===== src/rtl/instr_enc_pkg.sv =====
// Shared types and constants for the RV32I program loader.
//  op_e    : request opcode select (lw, sw, beq, illegal)
//  err_e   : first-error code reported by the loader
//  state_e : loader FSM states
//  OPC_* / F3_* : RV32I major opcodes and funct3 values used by the encoder
package instr_enc_pkg;

    typedef enum logic [1:0] {
        OP_LW  = 2'b00,
        OP_SW  = 2'b01,
        OP_BEQ = 2'b10,
        OP_ILL = 2'b11
    } op_e;

    typedef enum logic [1:0] {
        ERR_NONE  = 2'b00,
        ERR_RANGE = 2'b01,
        ERR_ALIGN = 2'b10,
        ERR_OP    = 2'b11
    } err_e;

    typedef enum logic [1:0] {
        IDLE  = 2'b00,
        CHECK = 2'b01,
        WRITE = 2'b10,
        FULL  = 2'b11
    } state_e;

    localparam logic [6:0] OPC_LOAD   = 7'b0000011;
    localparam logic [6:0] OPC_STORE  = 7'b0100011;
    localparam logic [6:0] OPC_BRANCH = 7'b1100011;

    localparam logic [2:0] F3_W   = 3'b010;
    localparam logic [2:0] F3_BEQ = 3'b000;

endpackage


===== src/rtl/imm_pack.sv =====
// Combinational immediate checker and instruction packer.
//  op       in  opcode select
//  rd/rs1/rs2 in register fields
//  imm      in  32-bit signed immediate (byte offset for beq)
//  word     out encoded RV32I instruction (zero for the illegal op)
//  range_ok out immediate fits the format's signed field
//  align_ok out branch offset is halfword aligned (always 1 for lw/sw)
module imm_pack
    import instr_enc_pkg::*;
(
    input  op_e         op,
    input  logic [4:0]  rd,
    input  logic [4:0]  rs1,
    input  logic [4:0]  rs2,
    input  logic [31:0] imm,
    output logic [31:0] word,
    output logic        range_ok,
    output logic        align_ok
);

    logic signed [31:0] simm;
    assign simm = imm;

    always_comb begin
        word     = '0;
        range_ok = 1'b0;
        align_ok = 1'b1;
        case (op)
            OP_LW: begin
                word     = {imm[11:0], rs1, F3_W, rd, OPC_LOAD};
                range_ok = (simm >= -32'sd2048) && (simm <= 32'sd2047);
            end
            OP_SW: begin
                word     = {imm[11:5], rs2, rs1, F3_W, imm[4:0], OPC_STORE};
                range_ok = (simm >= -32'sd2048) && (simm <= 32'sd2047);
            end
            OP_BEQ: begin
                // B-type drops bit 0 and scatters bits 12..1 across the word.
                word     = {imm[12], imm[10:5], rs2, rs1, F3_BEQ, imm[4:1], imm[11], OPC_BRANCH};
                range_ok = (simm >= -32'sd4096) && (simm <= 32'sd4094);
                align_ok = ~imm[0];
            end
            default: begin
                word     = '0;
                range_ok = 1'b0;
                align_ok = 1'b1;
            end
        endcase
    end

endmodule


===== src/rtl/instr_imm_encoder.sv =====
// RV32I program loader: accepts lw/sw/beq requests, range-checks the immediate,
// encodes the instruction and writes it to the next IMEM word.
//  clk, rst_n        clock, asynchronous active-low reset
//  clear             synchronous restart (pointer, error and in-flight request)
//  in_valid/in_ready request handshake; in_op/in_rd/in_rs1/in_rs2/in_imm request fields
//  imem_we/imem_addr/imem_wdata  one-cycle IMEM write port
//  wr_count, full    words written so far, and the IMEM-full indication
//  err, err_code     sticky rejection flag and the first error's cause
module instr_imm_encoder
    import instr_enc_pkg::*;
#(
    parameter int IMEM_DEPTH = 64,
    parameter int ADDR_W     = $clog2(IMEM_DEPTH)
) (
    input  logic              clk,
    input  logic              rst_n,
    input  logic              clear,
    input  logic              in_valid,
    output logic              in_ready,
    input  logic [1:0]        in_op,
    input  logic [4:0]        in_rd,
    input  logic [4:0]        in_rs1,
    input  logic [4:0]        in_rs2,
    input  logic [31:0]       in_imm,
    output logic              imem_we,
    output logic [ADDR_W-1:0] imem_addr,
    output logic [31:0]       imem_wdata,
    output logic [ADDR_W:0]   wr_count,
    output logic              full,
    output logic              err,
    output logic [1:0]        err_code
);

    localparam logic [ADDR_W:0] DEPTH_CNT = (ADDR_W + 1)'(IMEM_DEPTH);

    state_e           state_reg, state_next;
    op_e              op_reg;
    logic [4:0]       rd_reg, rs1_reg, rs2_reg;
    logic [31:0]      imm_reg;
    logic [31:0]      wdata_reg, wdata_next;
    logic [ADDR_W:0]  count_reg, count_next;
    logic             err_reg, err_next;
    err_e             code_reg, code_next;

    logic [31:0]      pack_word;
    logic             range_ok, align_ok;
    logic             handshake;

    imm_pack u_imm_pack (
        .op       (op_reg),
        .rd       (rd_reg),
        .rs1      (rs1_reg),
        .rs2      (rs2_reg),
        .imm      (imm_reg),
        .word     (pack_word),
        .range_ok (range_ok),
        .align_ok (align_ok)
    );

    // Refusing requests while clear is high keeps a handshake from being
    // acknowledged and then silently discarded by the restart.
    assign in_ready   = (state_reg == IDLE) && !full && !clear;
    assign handshake  = in_valid && in_ready;
    assign imem_we    = (state_reg == WRITE) && !clear;
    assign imem_addr  = count_reg[ADDR_W-1:0];
    assign imem_wdata = wdata_reg;
    assign wr_count   = count_reg;
    assign full       = (count_reg == DEPTH_CNT);
    assign err        = err_reg;
    assign err_code   = code_reg;

    always_comb begin
        state_next = state_reg;
        count_next = count_reg;
        err_next   = err_reg;
        code_next  = code_reg;
        wdata_next = wdata_reg;
        case (state_reg)
            IDLE: begin
                if (handshake) state_next = CHECK;
            end
            CHECK: begin
                if ((op_reg == OP_ILL) || !range_ok || !align_ok) begin
                    state_next = IDLE;
                    // Only the first rejection's cause is kept.
                    if (!err_reg) begin
                        err_next = 1'b1;
                        if (op_reg == OP_ILL)  code_next = ERR_OP;
                        else if (!range_ok)    code_next = ERR_RANGE;
                        else                   code_next = ERR_ALIGN;
                    end
                end else begin
                    wdata_next = pack_word;
                    state_next = WRITE;
                end
            end
            WRITE: begin
                count_next = count_reg + 1'b1;
                state_next = (count_next == DEPTH_CNT) ? FULL : IDLE;
            end
            default: begin
                state_next = FULL;
            end
        endcase
        // Restart wins over every transition; the last written word is kept.
        if (clear) begin
            state_next = IDLE;
            count_next = '0;
            err_next   = 1'b0;
            code_next  = ERR_NONE;
        end
    end

    always_ff @(posedge clk or negedge rst_n) begin
        if (!rst_n) begin
            state_reg <= IDLE;
            count_reg <= '0;
            err_reg   <= 1'b0;
            code_reg  <= ERR_NONE;
            wdata_reg <= '0;
            op_reg    <= OP_LW;
            rd_reg    <= '0;
            rs1_reg   <= '0;
            rs2_reg   <= '0;
            imm_reg   <= '0;
        end else begin
            state_reg <= state_next;
            count_reg <= count_next;
            err_reg   <= err_next;
            code_reg  <= code_next;
            wdata_reg <= wdata_next;
            if (handshake) begin
                op_reg  <= op_e'(in_op);
                rd_reg  <= in_rd;
                rs1_reg <= in_rs1;
                rs2_reg <= in_rs2;
                imm_reg <= in_imm;
            end
        end
    end

endmodule


===== config.mk =====
export PLATFORM = sky130hd
export DESIGN_NAME = instr_imm_encoder
export DESIGN_NICKNAME = d
export VERILOG_FILES = /design/src/rtl/instr_enc_pkg.sv /design/src/rtl/imm_pack.sv /design/src/rtl/instr_imm_encoder.sv
export SDC_FILE = /design/constraint.sdc
export NUM_CORES = 1
export LEC_CHECK = 0
export BUFFER_PORTS_ARGS = -buffer_cell sky130_fd_sc_hd__buf_4
export CAP_MARGIN = 20
export CORE_UTILIZATION = 30
export DETAILED_ROUTE_END_ITERATION = 16
export PLACE_DENSITY_LB_ADDON = 0.25
export RECOVER_POWER = 50
export SKIP_LAST_GASP = 1
export SYNTH_ARGS = -nofsm -noshare
export SYNTH_HDL_FRONTEND = slang
export SYNTH_SLANG_ARGS = --single-unit

===== constraint.sdc =====
create_clock -name clk -period 2.7 [get_ports clk]
set_input_delay 0.54 -clock clk [delete_from_list [all_inputs] [get_ports clk]]
set_output_delay 0.54 -clock clk [all_outputs]
set_load 0.005 [all_outputs]

==> impl_metrics.ini <==
[clocking]
hold_buffers = 0
post_cts_resized = 0
clkTransAtPathRegs_ps = 70
cts_root_buffer = clkbuf_16
clkSinkCount = 87
post-cts-setup-buffers = 0
insertion_delay_ps = 340
clk_path_buf_depth = 2
numCtsBuffers = 9
cts_tree = done
cts_max_level = 3

[logic_synthesis]
async_flop_share = 1.00
synth-seq-area-share = 0.558
synth.ff_latch_count = 87
synth_edf_count = 0
netlist_instances = 291
syn_avg_cell_area_sq_um = 13.4
synthDistinctLibCells = 43
synth_flop_cell = dfrtp_1
netlist_area_sq_um = 3900
yosysWarnings = 0

[worst_setup_path]
cp_max_fo = 26
path_cells = nand4_1, or3_1, or4_4, a2111oi_4, buf_12, mux2_2
start_kind = flop
worstSetupPathType = reg -> reg
cp_slowest_cell = or4_4
critPathMaxStageDelay_ps = 580
critical_path_required_ps = 2920
crit_arrival_ps = 2800
endpoint_kind = flop

[floorplanning]
io_pins = 104
die-area_sq_um = 13500
start_util = 0.308
die_h_um = 116
fp.dieW_um = 116
core_sq_um = 12700
rows = 41

[placement]
hpwl_um = 6020
gp_congestion = 0.751
portBuffers = 98
placed_area_sq_um = 4810
pre_cts_ws_ps = 121

[final_layout]
final_cell_mix = 87 x dfrtp_1, 82 x buf_4, 73 x mux2_2, 19 x clkbuf_4, 13 x nor2_1
ff_latch_area_sq_um = 2180
fin_area_sq_um = 5110
fillCellCount = 1245
multi_input_area_sq_um = 1570
areaGrowthSynthToFinish_pct = 30.8
diodes = 0
fin_util = 0.403
drive_above_1_share = 0.515
final_common_cell = dfrtp_1
largest_reg_flops = 32
fin_nets = 451

[route]
drt_iter0_drc = 92
drtAntennaViolNets = 0
vias_per_cell = 4.62
vias = 2613
drc = 0
wl_per_cell_um = 15.2
drt_first_pass_iters = 4
wirelength_um = 8610

[sta]
setup_violations = 0
finalHoldViolCount = 0
fin_crit_sh = 0.954
worst_slew_pin_slew_ps = 1330
slew_headroom = 0.115
worst_slack_ps = 123
max_freq_mhz = 388
tns_ps = 0
skew_ps = 6.18
rsz0062_at_grt = no
slew_violations = 0
layout_min_cycle_time_ps = 2580

[grt]
met1_usage = 0.178
grt_overflow = 0
grt_start_max_net_pins = 53
grt_use_met2 = 0.209
grt_pass1_wl_um = 13400
use_met3 = 0.0348
antenna_found_initial = 0
top_usage_layer = met2
grt_usage = 0.135
first_global_vias = 2614

[status]
status = completed

[hold_path]
hp-class = in -> reg

[power]
leakagePower_nw = 2.41
ir_worst_vdd_uv = 244
pwr_density_cell_nw_per_um2 = 646

[flow_run]
maxCapViolCount = 0
## stage by stage
stage	total power, mW	cells	hold slack (ps)
after floorplan	1.80	295	244
after detailed placement	2.00	550	490
final	3.30	566	428
after global placement	1.98	550	481
after global routing	3.47	566	412
after CTS	3.37	566	271
## final timing paths
path | start | to | slack, ps | cells after the start
max | imm_reg[30] | imem_wdata[21] | 120 | 6
min | in_imm[31] | imm_reg[31] | 430 | 2
max reg2reg | imm_reg[30] | imem_wdata[21] | 120 | 6
min reg2reg | imem_wdata[1] | imem_wdata[1] | 500 | 1
max in group asynchronous | rst_n | imm_reg[23] | 640 | 2
min in group asynchronous | rst_n | rd_reg[1] | 490 | 1
## area by class of cell
cell class | instances | area share
flip-flops and latches | 87 | 0.426
multi-input cells | 178 | 0.308
repair buffers | 106 | 0.156
clock buffers | 10 | 0.0448
well taps | 172 | 0.0421
clock inverters | 6 | 0.0179
inverters | 7 | 0.00514
## synthesized netlist by cell type (all sizes together), types with 2 or more instances
library cell  number  area (sq um)
nor4               6          37.5
nor2b              2          12.5
nand2b             2          12.5
nor3               2          10.0
or2                3          18.8
ha                 9           113
a21oi              7          35.0
mux2i              2          20.0
or3                2          12.5
inv                7          26.3
nand4             10          62.6
nor2              13          48.8
buf               19           131
mux2              73           822
nand2              7          26.3
xor2               4          35.0
dfrtp             87          2180
a22o              10          88.8
o21ai              2          10.0
clkbuf             4          15.0
## critical path, delay by kind of cell, from the launching register on
kind,cells,cell delay [ps]
simple gates,3,1060
buf+inv,1,250
mux,1,360
flops,1,380
compound gates,1,420
## where the power goes
| group | internal [mW] | total, mW | switching (mW) |
|---|---|---|---|
| registers | 1.44 | 1.54 | 0.102 |
| logic | 0.242 | 0.422 | 0.179 |
| clock network | 0.818 | 1.34 | 0.522 |
## cells by family (layout without fill, tap and decap cells)
family / Yosys count / count (layout) / share of synthesized area
DFF: 87 / 87 / 0.558
adders and majority gates: 9 / 9 / 0.0288
muxes: 75 / 75 / 0.216
buffers and inverters: 30 / 129 / 0.0442
and+or+nand+nor: 53 / 53 / 0.0750
AOI/OAI and AO/OA: 31 / 31 / 0.0667
other: 1 / 5 / 0.000960
xor gates and xnor gates: 5 / 5 / 0.0112
## routing by layer
metal | part of all wire | vias up
met5 | 0 | -
li1 | - | 1240
met2 | 0.47 | 65
met3 | 0.044 | 13
met4 | 0.018 | 0
met1 | 0.47 | 1295
No activity file was read; power rests on OpenSTA's default activity.
